<file path="src/rtl/lcd_spi_arbiter.sv">
// rtl/lcd_spi_arbiter.sv - round-robin packet arbiter for the shared PCD8544 SPI byte channel (optional LCD_SPI_ARB_TIMEOUT_EN)
module lcd_spi_arbiter #(
  parameter int N       = 3,
  parameter int TIMEOUT = 1024
) (
  input  logic           clk,
  input  logic           reset,
  input  logic [N-1:0]   req_valid,
  input  logic [8*N-1:0] req_data,
  input  logic [N-1:0]   req_dc,
  input  logic [N-1:0]   req_last,
  output logic [N-1:0]   req_ready,
  output logic [N-1:0]   grant,
  output logic           spi_start,
  output logic [7:0]     spi_data,
  output logic           spi_dc,
  input  logic           spi_done,
  output logic           arb_busy,
  output logic           timeout_flag
);

  localparam int IW = (N > 1) ? $clog2(N) : 1;

  typedef enum logic [1:0] {IDLE, HOLD, SEND} state_t;

  if (N < 2 || N > 8 || TIMEOUT < 1) begin : g_bad_params
    $error("lcd_spi_arbiter: N must be 2..8 and TIMEOUT at least 1");
  end

  state_t        state_q, state_d;
  logic [N-1:0]  grant_d;
  logic [IW-1:0] ptr_q, ptr_d;
  logic [IW-1:0] gidx, pick;
  logic          pick_ok;
  logic [7:0]    data_d;
  logic          dc_d, last_q, last_d, start_d;
  int            cand;

`ifdef LCD_SPI_ARB_TIMEOUT_EN
  localparam int CW = $clog2(TIMEOUT + 1);
  logic [CW-1:0] cnt_q, cnt_d;
  logic          tflag_d;
`endif

  assign arb_busy = |grant;

  // Encode the one-hot grant into the index of the owning lane
  always_comb begin
    gidx = '0;
    for (int i = 0; i < N; i++) begin
      if (grant[i]) gidx = IW'(i);
    end
  end

  // Round-robin search: first requesting lane above the pointer, wrapping
  always_comb begin
    pick    = '0;
    pick_ok = 1'b0;
    cand    = 0;
    for (int k = 1; k <= N; k++) begin
      cand = (int'(ptr_q) + k) % N;
      if (!pick_ok && req_valid[cand]) begin
        pick    = IW'(cand);
        pick_ok = 1'b1;
      end
    end
  end

  // Next-state and output decode; packet ownership only changes on a last byte or timeout
  always_comb begin
    state_d   = state_q;
    grant_d   = grant;
    ptr_d     = ptr_q;
    data_d    = spi_data;
    dc_d      = spi_dc;
    last_d    = last_q;
    start_d   = 1'b0;
    req_ready = '0;
`ifdef LCD_SPI_ARB_TIMEOUT_EN
    cnt_d     = '0;
    tflag_d   = 1'b0;
`endif
    case (state_q)
      IDLE: begin
        if (pick_ok) begin
          grant_d       = '0;
          grant_d[pick] = 1'b1;
          state_d       = HOLD;
        end
      end
      HOLD: begin
        req_ready = grant;
        if (req_valid[gidx]) begin
          data_d  = req_data[8*gidx +: 8];
          dc_d    = req_dc[gidx];
          last_d  = req_last[gidx];
          start_d = 1'b1;
          state_d = SEND;
        end
`ifdef LCD_SPI_ARB_TIMEOUT_EN
        else if (cnt_q == CW'(TIMEOUT - 1)) begin
          grant_d = '0;
          ptr_d   = gidx;
          tflag_d = 1'b1;
          state_d = IDLE;
        end else begin
          cnt_d = cnt_q + 1'b1;
        end
`endif
      end
      SEND: begin
        if (spi_done) begin
          if (last_q) begin
            ptr_d   = gidx;
            grant_d = '0;
            state_d = IDLE;
          end else begin
            state_d = HOLD;
          end
        end
      end
      default: state_d = IDLE;
    endcase
  end

  // State, grant, pointer and the byte presented to spi_master
  always_ff @(posedge clk) begin
    if (!reset) begin
      state_q   <= IDLE;
      grant     <= '0;
      ptr_q     <= IW'(N - 1);
      spi_data  <= 8'h00;
      spi_dc    <= 1'b0;
      last_q    <= 1'b0;
      spi_start <= 1'b0;
    end else begin
      state_q   <= state_d;
      grant     <= grant_d;
      ptr_q     <= ptr_d;
      spi_data  <= data_d;
      spi_dc    <= dc_d;
      last_q    <= last_d;
      spi_start <= start_d;
    end
  end

`ifdef LCD_SPI_ARB_TIMEOUT_EN
  // Idle-hold counter and the forced-release pulse
  always_ff @(posedge clk) begin
    if (!reset) begin
      cnt_q        <= '0;
      timeout_flag <= 1'b0;
    end else begin
      cnt_q        <= cnt_d;
      timeout_flag <= tflag_d;
    end
  end
`else
  assign timeout_flag = 1'b0;
`endif

endmodule

</file>
<file path="config.mk">
export PLATFORM = sky130hd
export DESIGN_NAME = lcd_spi_arbiter
export DESIGN_NICKNAME = d
export VERILOG_FILES = /design/src/rtl/lcd_spi_arbiter.sv
export SDC_FILE = /design/constraint.sdc
export NUM_CORES = 1
export LEC_CHECK = 0
export ABC_CLOCK_PERIOD_IN_PS = 2000
export BUFFER_PORTS_ARGS = -buffer_cell sky130_fd_sc_hd__buf_2
export CORE_UTILIZATION = 42
export DETAILED_ROUTE_END_ITERATION = 6
export PLACE_DENSITY = 0.85
export SLEW_MARGIN = 20
export SYNTH_ARGS = -nofsm -noshare
export SYNTH_HDL_FRONTEND = slang
export SYNTH_SLANG_ARGS = --single-unit
</file>
<file path="constraint.sdc">
create_clock -name clk -period 2 [get_ports clk]
set_clock_uncertainty 0.05 [all_clocks]
set_input_delay 0 -clock clk [delete_from_list [all_inputs] [get_ports clk]]
set_output_delay 0 -clock clk [all_outputs]
set_load 0.005 [all_outputs]
</file>
==> metrics.cfg, run 1 <==
[pwr]
vdd_ir_drop_max_mv = 0.681
clkPwrFrac_pct = 26.3
swShare_pct = 28.6
sequentialPowerShare_pct = 47.3
power_switching_mw = 0.241
pwr_density_cell_nw_per_um2 = 546
p_comb_share_pct = 26.4
p_leak_nw = 0.697
internal_power_mw = 0.600

[yosys]
syn_area_um2 = 1170
synth_area_leaders = dfxtp_1 (31%), mux2i_1 (12%), nand2_1 (8.9%), a21oi_1 (5.1%), nand3_1 (5.1%)
synth.distinct_cells = 38
yosys_register_bits = 18
syn-instance-count = 152
yosysSeqAreaShare_pct = 30.7
synth_flop_cell = dfxtp_1
synth_warnings = 0
synth_edf_count = 0
syn_nets = 192
ys_async_sr_fraction_pct = 0
synth_top_cell_area_share_pct = 30.7
yosysTopAreaCell = dfxtp_1
avgSynthCellArea_um2 = 7.73

[timing]
rsz0062_at_grt = no
report.final.hold_viol_count = 0
drv_slew = 0
tns_ns = 0
setup_violations = 0
fmax_mhz = 532
finalCritPeriodShare_pct = 93.9
min_period_ns = 1.88

[critical_path]
slowest_delay_ns = 0.53
critPathMaxFanout = 5
crit_arrival_ns = 2.06
critPathKind = reg2reg
required_ns = 2.19
slowest_stage = or4_4
endpoint_kind = register
r2r_slack_ns = 0.12
critPathTopFamily = compound AO/OA/AOI/OAI gates
crit_buf_inv = 1
start_kind = register
path_cells = inv_1, ha_1, a22o_1, a211oi_2, a31oi_2, or4_4, o211ai_2

[grt]
grt_usage_pct = 18.2
grt_pass1_vias = 989
grt_max_degree = 17
grt_pass1_wl_um = 4000
antenna_found_initial = 0
grt_overflow = 0

[min_path]
hp-class = in2reg

[detailed_routing]
ant_nets = 0
routed_wl_um = 2710
drc = 0
via_per_inst = 5.22
first_iter_violations = 11
dr_total_vias = 1233
firstDrtPassIters = 4
wl_per_cell_um = 11.5

[floorplan]
core_area_um2 = 2570
die_h_um = 54.9
ios = 54
fp.dieArea_um2 = 3010
start_util_pct = 45.8
num_rows = 18
die_x_um = 54.9

[clock_tree]
clock_sinks = 18
clkTransAtPathRegs_ns = 0.10
clockBufferDepth = 2
htreeDepth = 1
insertion_delay_ns = 0.29
cts_made_buffers = 3
cts_tree = yes
cts_root_buf = clkbuf_4
post_cts_buffers = 0

[placed_design]
place_inst = 229
hpwl_um = 2040
place_congestion = 0.804
place_area_um2 = 1460
io_buffer_count = 52

[outcome]
outcome = completed

[finish]
final_area_um2 = 1540
post-route-util_pct = 60.0
multi_input_area_um2 = 761
layoutNonFillerInstCount = 236
area.sequential_um2 = 363
area_delta_synth_final_pct = 31.1
diodes = 0
nFillCells = 247
fin_nets = 247
drive_above_1_share_pct = 35.0

[job]
maxCapViolCount = 0

==> power by group through the flow <==
stage          logic (mW)  registers [mW]  clock network, mW
2_1_floorplan       0.128           0.406                  0
4_1_cts             0.222           0.398              0.229
5_1_grt             0.251           0.401              0.245
6_report            0.222           0.398              0.221
3_5_place_dp        0.217           0.406                  0
3_3_place_gp        0.215           0.406                  0
==> per-layer routing <==
metal / track usage [%] / part of all wire [%] / vias to the layer above
met4: 1.25 / 0 / 0
met1: 21.4 / 47 / 550
met5: 0 / 0 / -
met3: 5.74 / 6.1 / 0
met2: 33.5 / 47 / 37
li1: - / - / 646
==> sequential cells by signal, indices dropped and copies added (netlist names) <==
register and count:
grant 3, spi_data 8, spi_dc 1, last_q 1, state_q 2, ptr_q 2, spi_start 1
==> per-stage QoR <==
step / setup WS (ns) / hold WS, ns / total power, mW
floorplan: 0.117 / 0.0119 / 0.534
global placement: 0.0990 / 0.181 / 0.620
detailed placement: 0.0544 / 0.185 / 0.623
CTS: 0.0301 / 0.0288 / 0.849
global route: 0.0115 / 0.0546 / 0.897
finish: 0.121 / 0.0273 / 0.842
==> cell type report <==
type / instances / share of cell area (%)
clock buffer: 4 / 2.36
inverter: 4 / 0.975
multi-input combinational: 120 / 49.4
sequential: 18 / 23.6
tap: 30 / 2.44
timing repair buffer: 60 / 21.3
==> path summary, 6_finish.rpt <==
kind | startpoint | end | cells past startpoint
min | req_data[19] | spi_data[3]$_SDFFE_PN0P_ | 5
max | ptr_q[0]$_SDFFE_PN0P_ | grant[2]$_SDFFE_PN0P_ | 7
min reg2reg | spi_data[1]$_SDFFE_PN0P_ | spi_data[1]$_SDFFE_PN0P_ | 2
max reg2reg | ptr_q[0]$_SDFFE_PN0P_ | grant[2]$_SDFFE_PN0P_ | 7
==> worst reg2reg max path: stages (launching register included) <==
cell and delay [ns]:
dfxtp_2 0.37, inv_1 0.06, ha_1 0.24, a22o_1 0.20, a211oi_2 0.21, a31oi_2 0.09
or4_4 0.53, o211ai_2 0.08
==> Yosys cell counts, drive strengths merged, types with 4 or more instances <==
cell and instances:
nand2 28, dfxtp 18, mux2i 14, o21ai 14
a21oi 12, nand3 12, buf 5, clkbuf 5
nor2 5, ha 4, inv 4
==> cells by family after synthesis <==
| logic type | after synthesis | synth area share, % |
|---|---|---|
| other | 1 | 0.319 |
| buffers and inverters | 14 | 5.43 |
| multiplexers | 14 | 11.9 |
| AO/OA/AOI/OAI | 40 | 22.3 |
| flip-flops | 18 | 30.7 |
| adder cells (fa/ha/maj) | 4 | 4.26 |
| AND/OR/NAND/NOR | 61 | 25.1 |
==> cell usage in the layout (no fill, tap or decap), types with 2 or more instances in the layout <==
cell / n
buf_2: 52
inv_1: 4
and2_1: 3
a21oi_1: 12
nand2b_1: 2
nand2_1: 28
o211ai_1: 2
nor2_1: 5
dlygate4sd3_1: 3
nand3_1: 12
mux2i_1: 14
dfxtp_2: 2
ha_1: 3
clkbuf_4: 3
dfxtp_1: 16
o21ai_0: 12
buf_4: 5
nor2b_1: 2
o21ai_2: 2
a22o_1: 3
==> what timing repair did <==
action,CTS,global route
hold endpoints to repair,5,0
setup endpoints to repair,0,3
resized for setup,0,5
hold buffers,3,0
No activity file was read; power rests on OpenSTA's default activity.
==> inputs of run 2 (changes only) <==
- ABC_CLOCK_PERIOD_IN_PS: 2000 -> 1900
- CORE_UTILIZATION: 42 -> 45
- PLACE_DENSITY: 0.85 -> 0.86
- SKIP_LAST_GASP: unset -> 1
- clock period: 2 -> 1.9 ns (I/O delays scaled with it)
==> run 2 against run 1 <==
Against the previous run: sequential share of layout area fell by 0.54 points; hold slack improved by 0.00082 ns; register-to-register slack got worse by 0.05 ns; first-iteration DRC count fell by 9.1%; combinational power rose by 6%; via count rose by 1.2%; cell area rose by 2.4%; critical path type unchanged; largest cell class unchanged.
==> metrics.cfg, run 2 (synthesis gave the netlist of run 1 again) <==
[outcome]
outcome = completed

[pwr]
internal_power_mw = 0.634
pwr_density_cell_nw_per_um2 = 568
power_switching_mw = 0.262
sequentialPowerShare_pct = 46.8
swShare_pct = 29.3
vdd_ir_drop_max_mv = 0.547
clkPwrFrac_pct = 26.9
p_comb_share_pct = 26.3
p_leak_nw = 0.704

[critical_path]
path_cells = inv_2, ha_2, buf_4, nand2_1, a211oi_4, a31oi_4, or4_4, o211ai_2
critPathKind = reg2reg
crit_buf_inv = 2
endpoint_kind = register
critPathTopFamily = simple AND/OR/NAND/NOR gates
crit_arrival_ns = 2.02
slowest_stage = or4_4
start_kind = register
regToRegStartpoint = ptr_q[1]$_SDFFE_PN1P_
required_ns = 2.09
slowest_delay_ns = 0.52
crit_start = ptr_q[1]$_SDFFE_PN1P_
critPathMaxFanout = 4

[timing]
tns_ns = 0
min_period_ns = 1.83
setup_violations = 0
finalCritPeriodShare_pct = 96.4
fmax_mhz = 546
report.final.hold_viol_count = 0
rsz0062_at_grt = no
hold_ws_ns = 0.0281
drv_slew = 0

[clock_tree]
htreeDepth = 1
cts_tree = yes
clkTransAtPathRegs_ns = 0.10
cts_root_buf = clkbuf_4
clock_sinks = 18
insertion_delay_ns = 0.30
post_cts_buffers = 0
cts_made_buffers = 3
clockBufferDepth = 2

[grt]
grt_pass1_wl_um = 4150
grt_pass1_vias = 998
grt_usage_pct = 20.1
grt_max_degree = 20
grt_overflow = 0
antenna_found_initial = 0

[detailed_routing]
drc = 0
firstDrtPassIters = 4
dr_total_vias = 1248
via_per_inst = 5.24
wl_per_cell_um = 11.4
routed_wl_um = 2710
first_iter_violations = 10
ant_nets = 0

[finish]
post-route-util_pct = 63.6
final_cell_mix = buf_2 (52), nand2_1 (28), dfxtp_1 (16)
final_area_um2 = 1580
top_regs = spi_data x8, grant x3
drive_above_1_share_pct = 37.0
final_common_cell = buf_2
largest_reg_flops = 8
area.sequential_um2 = 363
multi_input_area_um2 = 782
area_delta_synth_final_pct = 34.2
diodes = 0
nFillCells = 247
fin_nets = 249
layoutNonFillerInstCount = 238
regMostFlops = spi_data

[floorplan]
fp.dieArea_um2 = 2820
core_area_um2 = 2480
die_x_um = 53.1
die_h_um = 53.1
start_util_pct = 47.4
num_rows = 18
ios = 54

[placed_design]
hpwl_um = 2090
io_buffer_count = 52
place_area_um2 = 1480
place_inst = 231
place_congestion = 0.821

[min_path]
hp-class = in2reg
hp-start = req_data[17]

[job]
maxCapViolCount = 0

## run 2: path summary, 6_finish.rpt
path	to	slack, ns	cells after the start
setup reg to reg	grant[2]$_SDFFE_PN0P_	0.07	8
setup / recovery	grant[2]$_SDFFE_PN0P_	0.07	8
hold reg to reg	spi_data[6]$_SDFFE_PN0P_	0.41	2
hold / removal	spi_data[1]$_SDFFE_PN0P_	0.03	5
## run 2: what timing repair did
item / 4_1_cts / 5_1_grt
resized for setup: 1 / 9
hold endpoints to repair: 5 / 0
setup endpoints to repair: 1 / 3
hold buffers: 3 / 0
gates cloned: 0 / 0
pin swaps: 0 / 1
## run 2: stage by stage
stage,total power [mW],worst slack (ns)
5_1_grt,0.948,0.000513
3_3_place_gp,0.651,0.0579
6_report,0.896,0.0686
4_1_cts,0.897,0.0133
3_5_place_dp,0.655,0.0183
2_1_floorplan,0.562,0.0167
## run 2: per-layer routing
| metal | routed length [um] | track usage, % |
|---|---|---|
| met1 | 1220 | 24.3 |
| met2 | 1330 | 35.2 |
| met3 | 142 | 5.46 |
| met4 | 19 | 3.95 |
| met5 | 0 | 0 |
## run 2: power groups by stage
stage | logic, mW | registers, mW | clock network (mW)
3_5_place_dp | 0.228 | 0.428 | 0
4_1_cts | 0.233 | 0.419 | 0.245
2_1_floorplan | 0.135 | 0.427 | 0
3_3_place_gp | 0.224 | 0.427 | 0
5_1_grt | 0.264 | 0.422 | 0.261
6_report | 0.236 | 0.419 | 0.241
## run 2: worst register-to-register path, delay by kind of cell (launching register included)
| family | cells | cell delay (ns) |
|---|---|---|
| adder cells (fa/ha/maj) | 1 | 0.17 |
| AO/OA/AOI/OAI | 3 | 0.42 |
| AND/OR/NAND/NOR | 2 | 0.61 |
| buffers and inverters | 2 | 0.18 |
| flip-flops | 1 | 0.35 |
## run 2: cell type report
cell class | count | share of cell area, %
Multi-Input combinational cell | 120 | 49.6
Inverter | 4 | 0.952
Clock buffer | 4 | 2.30
Sequential cell | 18 | 23.0
Tap cell | 30 | 2.38
Timing Repair Buffer | 62 | 21.7
==> inputs of run 3 (changes only) <==
- CORE_ASPECT_RATIO: unset -> 1.2
- RECOVER_POWER: unset -> 50
==> run 3 against run 2 <==
Against the previous run: routed wire length rose by 4.8%; critical endpoint unchanged; maximum frequency rose by 1.8%; cell count fell by 0.84%; largest cell class unchanged; largest power group unchanged.
==> metrics.cfg, run 3 (synthesis gave the netlist of run 1 again) <==
[outcome]
outcome = completed

[clock_tree]
clockBufferDepth = 2
cts_made_buffers = 3
clkTransAtPathRegs_ns = 0.10
cts_root_buf = clkbuf_4
htreeDepth = 1
cts_tree = yes
insertion_delay_ns = 0.29
post_cts_buffers = 0
clock_sinks = 18

[critical_path]
regToRegStartpoint = ptr_q[0]$_SDFFE_PN0P_
endpoint_kind = register
r2r_slack_ns = 0.10
worst-r2r-cell-count = 7
path_cells = inv_1, ha_2, a211oi_4, a31oi_4, buf_4, o31a_1, o211ai_2
slowest_delay_ns = 0.36
crit_buf_inv = 2
critPathTopFamily = compound AO/OA/AOI/OAI gates
critPathKind = reg2reg
slowest_stage = dfxtp_2
reg2reg_to = grant[2]$_SDFFE_PN0P_
critPathMaxFanout = 6
crit_arrival_ns = 1.98
start_kind = register
required_ns = 2.08

[detailed_routing]
routed_wl_um = 2840
via_per_inst = 5.34
dr_total_vias = 1260
wl_per_cell_um = 12.0
firstDrtPassIters = 4
first_iter_violations = 26
ant_nets = 0
drc = 0

[grt]
grt_max_degree = 28
grt_util_met1_pct = 24.4
grt_usage_pct = 21.0
grt_overflow = 0
grt_pass1_wl_um = 4750
met3_usage_pct = 5.51
grt_pass1_vias = 1106
grt_busiest_layer = met2
grt_use_met2_pct = 37.3
antenna_found_initial = 0

[min_path]
whs_endpoint = last_q$_SDFFE_PN0P_
hold_depth = 5
hp-start = req_last[2]
hp-class = in2reg

[floorplan]
die_h_um = 58.0
core_area_um2 = 2380
fp.dieArea_um2 = 2820
num_rows = 19
die_x_um = 48.6
start_util_pct = 49.4
ios = 54

[placed_design]
place_congestion = 0.868
hpwl_um = 2090
place_inst = 231
place_area_um2 = 1470
io_buffer_count = 52

[timing]
setup_violations = 0
rsz0062_at_grt = yes
hold_ws_ns = 0.0186
finalCritPeriodShare_pct = 94.7
report.final.hold_viol_count = 0
drv_slew = 0
min_period_ns = 1.80
fmax_mhz = 556

[finish]
drive_above_1_share_pct = 34.1
diodes = 0
final_common_cell = buf_2
final_area_um2 = 1540
final_cell_mix = buf_2 (46), nand2_1 (27), dfxtp_1 (16)
nFillCells = 228
top_regs = spi_data x8, grant x3
regMostFlops = spi_data
largest_reg_flops = 8
layoutNonFillerInstCount = 236
fin_nets = 247
area_delta_synth_final_pct = 31.0

[pwr]
total_power_mw = 0.836
p_leak_nw = 0.662
vdd_ir_drop_max_mv = 0.381
pwr_density_cell_nw_per_um2 = 543

[job]
maxCapViolCount = 0

run 3: cell types whose count changed in the layout (fill, tap and decap cells not counted), sizes merged:
cell,previous run,this run
buf,59,51
clkbuf,4,10
dlygate4sd3,3,2
run 3: repair_timing:
item,CTS,global route
endpoints found under the hold margin,3,0
endpoints found under the setup margin,1,3
hold buffers,2,0
resized for setup,2,9
pin swaps,0,2
run 3: where the power goes:
group          total (mW)  switching [mW]  internal, mW
sequential          0.420          0.0173         0.402
combinational       0.232           0.123         0.109
clock               0.185           0.111        0.0737
run 3: stage by stage:
stage	util [%]	setup slack (ns)	TNS, ns
floorplan	-	0.0167	0
global placement	61.8	0.0528	0
detailed placement	61.8	-0.00587	-0.00587
CTS	63.7	0.00716	0
global route	64.7	-0.00616	-0.00616
finish	64.7	0.101	0
run 3: how the worst max path moves through the flow:
stage / startpoint / endpoint / slack [ns] / cells after the start
after floorplan: ptr_q[1]$_SDFFE_PN1P_ / grant[2]$_SDFFE_PN0P_ / 0.02 / 7
after global placement: ptr_q[0]$_SDFFE_PN0P_ / grant[2]$_SDFFE_PN0P_ / 0.05 / 7
after detailed placement: ptr_q[0]$_SDFFE_PN0P_ / grant[2]$_SDFFE_PN0P_ / -0.006 / 7
after CTS: ptr_q[0]$_SDFFE_PN0P_ / grant[2]$_SDFFE_PN0P_ / 0.007 / 7
after global routing: ptr_q[1]$_SDFFE_PN1P_ / grant[2]$_SDFFE_PN0P_ / -0.006 / 9
final: ptr_q[0]$_SDFFE_PN0P_ / grant[2]$_SDFFE_PN0P_ / 0.10 / 7
run 3: per-layer routing:
layer	routed length, um	part of all wire, %
met5	0	0
met2	1350	48
met3	233	8.2
met1	1230	43
met4	23	0.81
run 3: area by class of cell:
type / instances / area, um^2 / area share [%]
Timing Repair Buffer: 60 / 315 / 20.5
Inverter: 4 / 15.0 / 0.976
Clock buffer: 3 / 22.5 / 1.46
Sequential cell: 18 / 363 / 23.6
Tap cell: 31 / 38.8 / 2.52
Multi-Input combinational cell: 120 / 785 / 51.0
run 3: worst register-to-register path, stage by stage, from the launching register on:
cell,delay (ns)
dfxtp_2,0.36
inv_1,0.07
ha_2,0.35
a211oi_4,0.27
a31oi_4,0.07
buf_4,0.17
o31a_1,0.28
o211ai_2,0.12
